[src/rtl/wb_port_arbiter.sv]
// wb_port_arbiter
// Shares the register-file write port between the in-order writeback stage
// and a multi-cycle mul/div unit. Mul/div results are queued in a small
// in-order FIFO and drained into idle writeback slots. A starvation counter
// or a full FIFO forces a drain, which stalls the pipeline for one cycle.
//
// Ports:
//   clk, rst                 clock, synchronous active-high reset
//   i_pipe_valid/rd_num/rd   writeback-stage result
//   o_pipe_stall             pipeline must hold its result (combinational)
//   i_md_valid/rd_num/rd     mul/div result offer
//   o_md_ready               FIFO accepts the offer (combinational)
//   o_rf_we/rd_num/rd        registered register-file write port
//   o_md_count               FIFO occupancy
module wb_port_arbiter #(
    parameter int unsigned DEPTH    = 2,
    parameter int unsigned MAX_WAIT = 4
) (
    input  logic                   clk,
    input  logic                   rst,
    input  logic                   i_pipe_valid,
    input  logic [4:0]             i_pipe_rd_num,
    input  logic [31:0]            i_pipe_rd,
    output logic                   o_pipe_stall,
    input  logic                   i_md_valid,
    input  logic [4:0]             i_md_rd_num,
    input  logic [31:0]            i_md_rd,
    output logic                   o_md_ready,
    output logic                   o_rf_we,
    output logic [4:0]             o_rf_rd_num,
    output logic [31:0]            o_rf_rd,
    output logic [$clog2(DEPTH):0] o_md_count
);

    localparam int unsigned PTR_W  = $clog2(DEPTH);
    localparam int unsigned CNT_W  = PTR_W + 1;
    localparam int unsigned WAIT_W = $clog2(MAX_WAIT + 1);

    // FIFO state
    logic [PTR_W-1:0]  wr_ptr_q, wr_ptr_d;
    logic [PTR_W-1:0]  rd_ptr_q, rd_ptr_d;
    logic [CNT_W-1:0]  count_q, count_d;
    logic [WAIT_W-1:0] wait_q, wait_d;
    logic [4:0]        num_mem_q  [DEPTH];
    logic [4:0]        num_mem_d  [DEPTH];
    logic [31:0]       data_mem_q [DEPTH];
    logic [31:0]       data_mem_d [DEPTH];

    // Write-port registers
    logic              rf_we_q, rf_we_d;
    logic [4:0]        rf_num_q, rf_num_d;
    logic [31:0]       rf_data_q, rf_data_d;

    logic              empty;
    logic              full;
    logic              push;
    logic              drain;

    // Status decode: ready and drain look only at registered occupancy,
    // so a same-cycle pop never opens the FIFO to a push.
    always_comb begin
        empty = (count_q == CNT_W'(0));
        full  = (count_q == CNT_W'(DEPTH));
        drain = !rst && !empty &&
                (!i_pipe_valid || (wait_q == WAIT_W'(MAX_WAIT)) || full);
        push  = i_md_valid && !rst && !full;
    end

    assign o_md_ready   = !rst && !full;
    assign o_pipe_stall = drain && i_pipe_valid;
    assign o_rf_we      = rf_we_q;
    assign o_rf_rd_num  = rf_num_q;
    assign o_rf_rd      = rf_data_q;
    assign o_md_count   = count_q;

    // FIFO push/pop and starvation counter
    always_comb begin
        wr_ptr_d   = wr_ptr_q;
        rd_ptr_d   = rd_ptr_q;
        num_mem_d  = num_mem_q;
        data_mem_d = data_mem_q;
        wait_d     = wait_q;

        if (push) begin
            num_mem_d[wr_ptr_q]  = i_md_rd_num;
            data_mem_d[wr_ptr_q] = i_md_rd;
            wr_ptr_d             = wr_ptr_q + PTR_W'(1);
        end
        if (drain) begin
            rd_ptr_d = rd_ptr_q + PTR_W'(1);
        end
        count_d = count_q + CNT_W'(push) - CNT_W'(drain);

        if (drain || empty) begin
            wait_d = WAIT_W'(0);
        end else if (wait_q != WAIT_W'(MAX_WAIT)) begin
            wait_d = wait_q + WAIT_W'(1);
        end
    end

    // Write-port source select; writes to x0 are suppressed but still consume
    always_comb begin
        rf_we_d   = 1'b0;
        rf_num_d  = rf_num_q;
        rf_data_d = rf_data_q;

        if (drain) begin
            rf_we_d   = (num_mem_q[rd_ptr_q] != 5'd0);
            rf_num_d  = num_mem_q[rd_ptr_q];
            rf_data_d = data_mem_q[rd_ptr_q];
        end else if (i_pipe_valid && !rst) begin
            rf_we_d   = (i_pipe_rd_num != 5'd0);
            rf_num_d  = i_pipe_rd_num;
            rf_data_d = i_pipe_rd;
        end
    end

    // Control and output registers
    always_ff @(posedge clk) begin
        if (rst) begin
            wr_ptr_q  <= '0;
            rd_ptr_q  <= '0;
            count_q   <= '0;
            wait_q    <= '0;
            rf_we_q   <= 1'b0;
            rf_num_q  <= 5'd0;
            rf_data_q <= 32'd0;
        end else begin
            wr_ptr_q  <= wr_ptr_d;
            rd_ptr_q  <= rd_ptr_d;
            count_q   <= count_d;
            wait_q    <= wait_d;
            rf_we_q   <= rf_we_d;
            rf_num_q  <= rf_num_d;
            rf_data_q <= rf_data_d;
        end
    end

    // Storage needs no reset: entries are only read when count says valid
    always_ff @(posedge clk) begin
        num_mem_q  <= num_mem_d;
        data_mem_q <= data_mem_d;
    end

endmodule
[config.mk]
export PLATFORM = sky130hd
export DESIGN_NAME = wb_port_arbiter
export DESIGN_NICKNAME = d
export VERILOG_FILES = /design/src/rtl/wb_port_arbiter.sv
export SDC_FILE = /design/constraint.sdc
export NUM_CORES = 1
export LEC_CHECK = 0
export ABC_CLOCK_PERIOD_IN_PS = 2800
export CAP_MARGIN = 10
export CORE_MARGIN = 2
export CORE_UTILIZATION = 44
export DETAILED_ROUTE_END_ITERATION = 10
export PLACE_DENSITY = 0.76
export SKIP_CTS_REPAIR_TIMING = 1
export SYNTH_ARGS = -nofsm -noshare
export SYNTH_HDL_FRONTEND = slang
export SYNTH_SLANG_ARGS = --single-unit
[constraint.sdc]
create_clock -name clk -period 2.8 [get_ports clk]
set_input_delay 0.42 -clock clk [delete_from_list [all_inputs] [get_ports clk]]
set_output_delay 0.42 -clock clk [all_outputs]
set_load 0.01 [all_outputs]
### Word-level counts from Yosys, hierarchy flattened

Cells that the tools add are included.

| word-level totals | value |
|---|---|
| register bits | 119 |
| latch bits | 0 |
| bits in writable memories | 0 |
| bits in read-only memories | 0 |
| input bits | 78 |
| output and inout port bits | 42 |
| memories kept | 0 |

| cells by class | value |
|---|---|
| $add $sub $neg | 5 |
| multipliers | 0 |
| divide/modulo/power cells | 0 |
| order comparisons | 3 |
| eq/ne operators | 3 |
| shift-type cells | 0 |
| mux-type cells | 18 |
| bitwise operators | 2 |
| reductions and logical operators | 20 |

Operator list:

| operator | count |
|---|---|
| $mux W32 | 6 |
| $bwmux W64 | 1 |
| $demux W32 S1 | 1 |
| $mux W5 | 6 |
| $bwmux W10 | 1 |
| $reduce_bool A5 Y1 | 2 |
| $logic_and A1 B1 Y1 | 8 |
| $demux W5 S1 | 1 |
| $ge A2 B2 Y1 const B | 2 |
| $logic_not A1 Y1 | 4 |
| $not A1 Y2 | 2 |
| $add A3 B1 Y3 const B | 1 |
| $eq A3 B3 Y1 const B | 1 |
| $logic_or A1 B1 Y1 | 3 |
| $ne A3 B3 Y1 const B | 1 |
| $add A1 B1 Y1 const B | 2 |
| $add A2 B1 Y2 | 1 |
| $eq A2 B2 Y1 const B | 1 |
| $logic_not A2 Y1 | 1 |
| $lt A2 B1 Y1 const B | 1 |
| $mux W1 | 2 |
| $reduce_bool A2 Y1 | 1 |
| $reduce_or A2 Y1 | 1 |
| $sub A2 B1 Y2 | 1 |

### Logic depth before layout (Yosys ltp)

| depth | value |
|---|---|
| depth in word-level cells | 6 |
| gate-level depth with buffers | 11 |

### Worst setup path before layout

No wires, ideal clock.

| path | value |
|---|---|
| path kind | register to register |
| start | register count_q[0], in the netlist o_md_count[0] |
| end | register data_mem_q[0] in the netlist's numbering (enable) |
| library setup time | 0.431 ns |
| arrival | 2.389 ns |
| required time | 2.369 ns |
| setup slack | -0.021 ns |
| cell stages (with the launch flop) | 4 |
| path buffers | 1 |
| clock period less this slack | 2.821 ns |
| cell sequence | dfxtp_1 -> buf_2 -> o211ai_1 -> nor2_1 |

| on the way | value |
|---|---|
| word-level cells in the longest chain between the ends | 3 |

Ends and longest elaborated chain:

| item | line | source |
|---|---|---|
| from (decl) | 42 | `logic [CNT_W-1:0] count_q, count_d;` |
| from (signal assigned) | 131 | `count_q <= count_d;` |
| $eq A2 B2 Y1 | 63 | `full = (count_q == CNT_W'(DEPTH));` |
| $logic_not A1 Y1 | 66 | `push = i_md_valid && !rst && !full;` |
| $logic_and A1 B1 Y1 | 66 |  |
| to (signal assigned) | 142 | `data_mem_q <= data_mem_d;` |
| to (decl) | 46 | `logic [31:0] data_mem_q [DEPTH];` |

No other way between the ends.
A chain may end at the register's enable or synchronous reset.

### Worst setup path after layout

| path | value |
|---|---|
| start | register wait_q[0] |
| end | output port o_pipe_stall |

| on the way | value |
|---|---|
| word-level cells in the longest chain between the ends | 5 |

Ends and longest elaborated chain:

| item | line | source |
|---|---|---|
| from (decl) | 43 | `logic [WAIT_W-1:0] wait_q, wait_d;` |
| from (signal assigned) | 132 | `wait_q <= wait_d;` |
| $eq A3 B3 Y1 | 65 | `(!i_pipe_valid \|\| (wait_q == WAIT_W'(MAX_WAIT)) \|\| full);` |
| $logic_or A1 B1 Y1 (2 in a row) | 65 |  |
| $logic_and A1 B1 Y1 | 64 | `drain = !rst && !empty &&` |
| $logic_and A1 B1 Y1 | 70 | `assign o_pipe_stall = drain && i_pipe_valid;` |
| to (decl) | 24 | `output logic o_pipe_stall,` |

No other way between the ends.

==> run summary <==
Syn Nets = 409
Area contributors post-synth = edfxtp_1 (48%), dfxtp_1 (20%), mux2_2 (8.5%)
CTS Root Cell = clkbuf_8
HPWL after DPL = 6190 µm
Num Clock Sinks = 119
Initial antenna violation count = 0
Total congestion overflow = 0
CTS Buf Count = 17
Input/output buffers = 119
Placement Cell Area = 6050 µm²
Max Cap Violations = 0
Dominant synthesized flop cell = edfxtp_1
Worst min path class = reg2reg
Area of the core = 10300 µm²
Distinct cells, synth = 32
Die Y = 106 µm
Standard-cell row count = 37
Fillcell total = 771
Vias per cell = 4.93
Area growth, synth to finish = 43.5%
Commonest cells after routing, fill and taps aside = clkdlybuf4s50_1 (119), edfxtp_1 (74), dfxtp_1 (43)
FF-to-FF setup slack = 0.59 ns
#FFs+latches synth = 119
Reg2reg path depth = 7
Layout Nets = 540
Multi-input gate area = 1440 µm²
Io pins = 120
Vias in the first global route = 3128
Maximum clock rate = 374 MHz
Register area = 3130 µm²
Final std cells w/o fill = 608
Yosys top cell area share = 0.481
Mapped Cells = 328
Hold Path Sink = o_rf_rd[7]
Placer Congestion = 0.746
Synth warnings = 0
Initial DRC Count = 99
Worst-path clk slew = 0.06 ns
CP Max Fanout = 3
CP endpoint kind = primary output
Setup CP Type = reg2out
Cell taking the most area after synthesis = edfxtp_1
Setup Skew = 0.00880 ns
Worst r2r src = wait_q[0]
Final setup viols = 0
Antenna viol nets, final = 0
WP data required = 2.38 ns
DR pass1 iterations = 4
Total wire length = 9470 µm
Seq/Total Area, Yosys = 0.676
Syn avg cell area = 14.1 µm²
R2R Path End = o_rf_rd[31]
Most common cell after layout, fill and taps aside = clkdlybuf4s50_1
Hold path depth = 2
Status = complete, no violations
Startpoint types = flip-flop
Fraction of layout cells with a size suffix above 1 = 0.178
CTS tree = yes
Final worst path period share = 0.955
Die width = 106 µm
First-pass GRT wire length = 15200 µm
Post-route cell area = 6630 µm²
Max Slew Vio Count = 0
Hold Fails Final Rpt = 0
Worst Tran Pin Value = 0.713 ns
Relative slew slack = 0.525
Tmin final = 2.67 ns
Via count = 3000
DRC violations left = 0
Crit path DAT = 2.25 ns
Wire per inst = 15.6 µm
Mapped cell area = 4620 µm²
Leakage power = 2.27 nW
Global-route usage over all layers = 0.176
N_diodes = 0
Clock buffer depth = 2
Largest net degree at the start of global routing = 48
RSZ-0062 raised after global routing = false
Clock Latency Late Sink = 0.51 ns
Asr flop ratio synth = 0
Post-Place Cells = 576
Initial Util = 0.449
Worst IR Drop VDD = 0.477 mV
Number of synthesized flops with an enable pin = 74
Pwr Density = 883 nW/µm²
H-tree Lvls = 4
Min-delay src = o_rf_rd[7]
Die area = 11300 µm²
-- sequential cells by signal (all words and copies together), names as in the netlist --
name	count
num_mem_q	10
data_mem_q	64
o_rf_rd_num	5
wait_q	3
o_md_count	2
o_rf_we	1
o_rf_rd	32
wr_ptr_q	1
rd_ptr_q	1
-- synth_stat cells, types with 2 or more instances --
cell      count
dfxtp_1      45
nand2_1      34
edfxtp_1     74
inv_1         5
buf_4         5
o21ai_1      34
mux2_2       35
nor2_1        9
clkbuf_1     11
xnor2_1       2
a211oi_1      8
nor3_1        2
ha_1          3
nor2b_1       6
mux2i_1      38
-- report_power, final --
part           internal [W]  total [W]  switching, W
logic              0.000819    0.00148      0.000658
registers           0.00214    0.00233      0.000183
clock network       0.00130    0.00205      0.000748
-- per-stage QoR --
step	setup WS (ns)	total power (W)	hold slack, ns	util	setup TNS, ns
finish	0.126	0.00585	0.445	0.645	0
global route	0.0269	0.00612	0.461	0.645	0
CTS	0.0198	0.00591	0.448	0.645	0
detailed placement	0.395	0.00385	0.439	0.589	0
global placement	0.438	0.00380	0.431	0.589	0
floorplan	-0.0206	0.00316	0.425	-	-1.53
-- critical path, stage by stage, from the launching register on --
cell and delay (ns):
dfxtp_1 0.32, inv_1 0.06, ha_1 0.15, nand2_1 0.14
a311oi_4 0.38, and2_1 0.17, clkdlybuf4s50_1 0.53
-- cells by family (layout without fill, tap and decap cells) --
logic type / count (synthesis) / count (layout) / share of synthesized area
simple gates: 58 / 58 / 0.0572
fa+ha+maj: 3 / 3 / 0.00813
compound gates: 49 / 49 / 0.0618
xor+xnor: 3 / 3 / 0.00569
flops: 119 / 119 / 0.676
mux: 73 / 73 / 0.168
buf+inv: 23 / 167 / 0.0230
-- layer usage --
metal / GRT usage / up-vias / wire [µm]
met2: 0.291 / 92 / 4720
met4: 0.0733 / 0 / 72
li1: - / 1472 / -
met3: 0.0546 / 8 / 518
met5: 0 / - / 0
met1: 0.216 / 1428 / 4160
-- layout make-up --
class / instances / area share
clock buffers: 21 / 0.0727
clock inverters: 11 / 0.0144
inverters: 5 / 0.00283
multi-input cells: 186 / 0.217
flip-flops and latches: 119 / 0.472
well taps: 136 / 0.0257
repair buffers: 130 / 0.196
-- worst max-delay path by stage --
stage                              from        endpoint  slack (ns)
after floorplan           o_md_count[0]   data_mem_q[0]       -0.02
after global placement              rst  data_mem_q[48]        0.44
after detailed placement   i_pipe_valid     o_rf_rd[31]        0.40
after CTS                 o_md_count[0]    o_pipe_stall        0.02
after global routing          wait_q[0]    o_pipe_stall        0.03
final                         wait_q[0]    o_pipe_stall        0.13
Note: power is estimated with default switching activity, not from simulation.
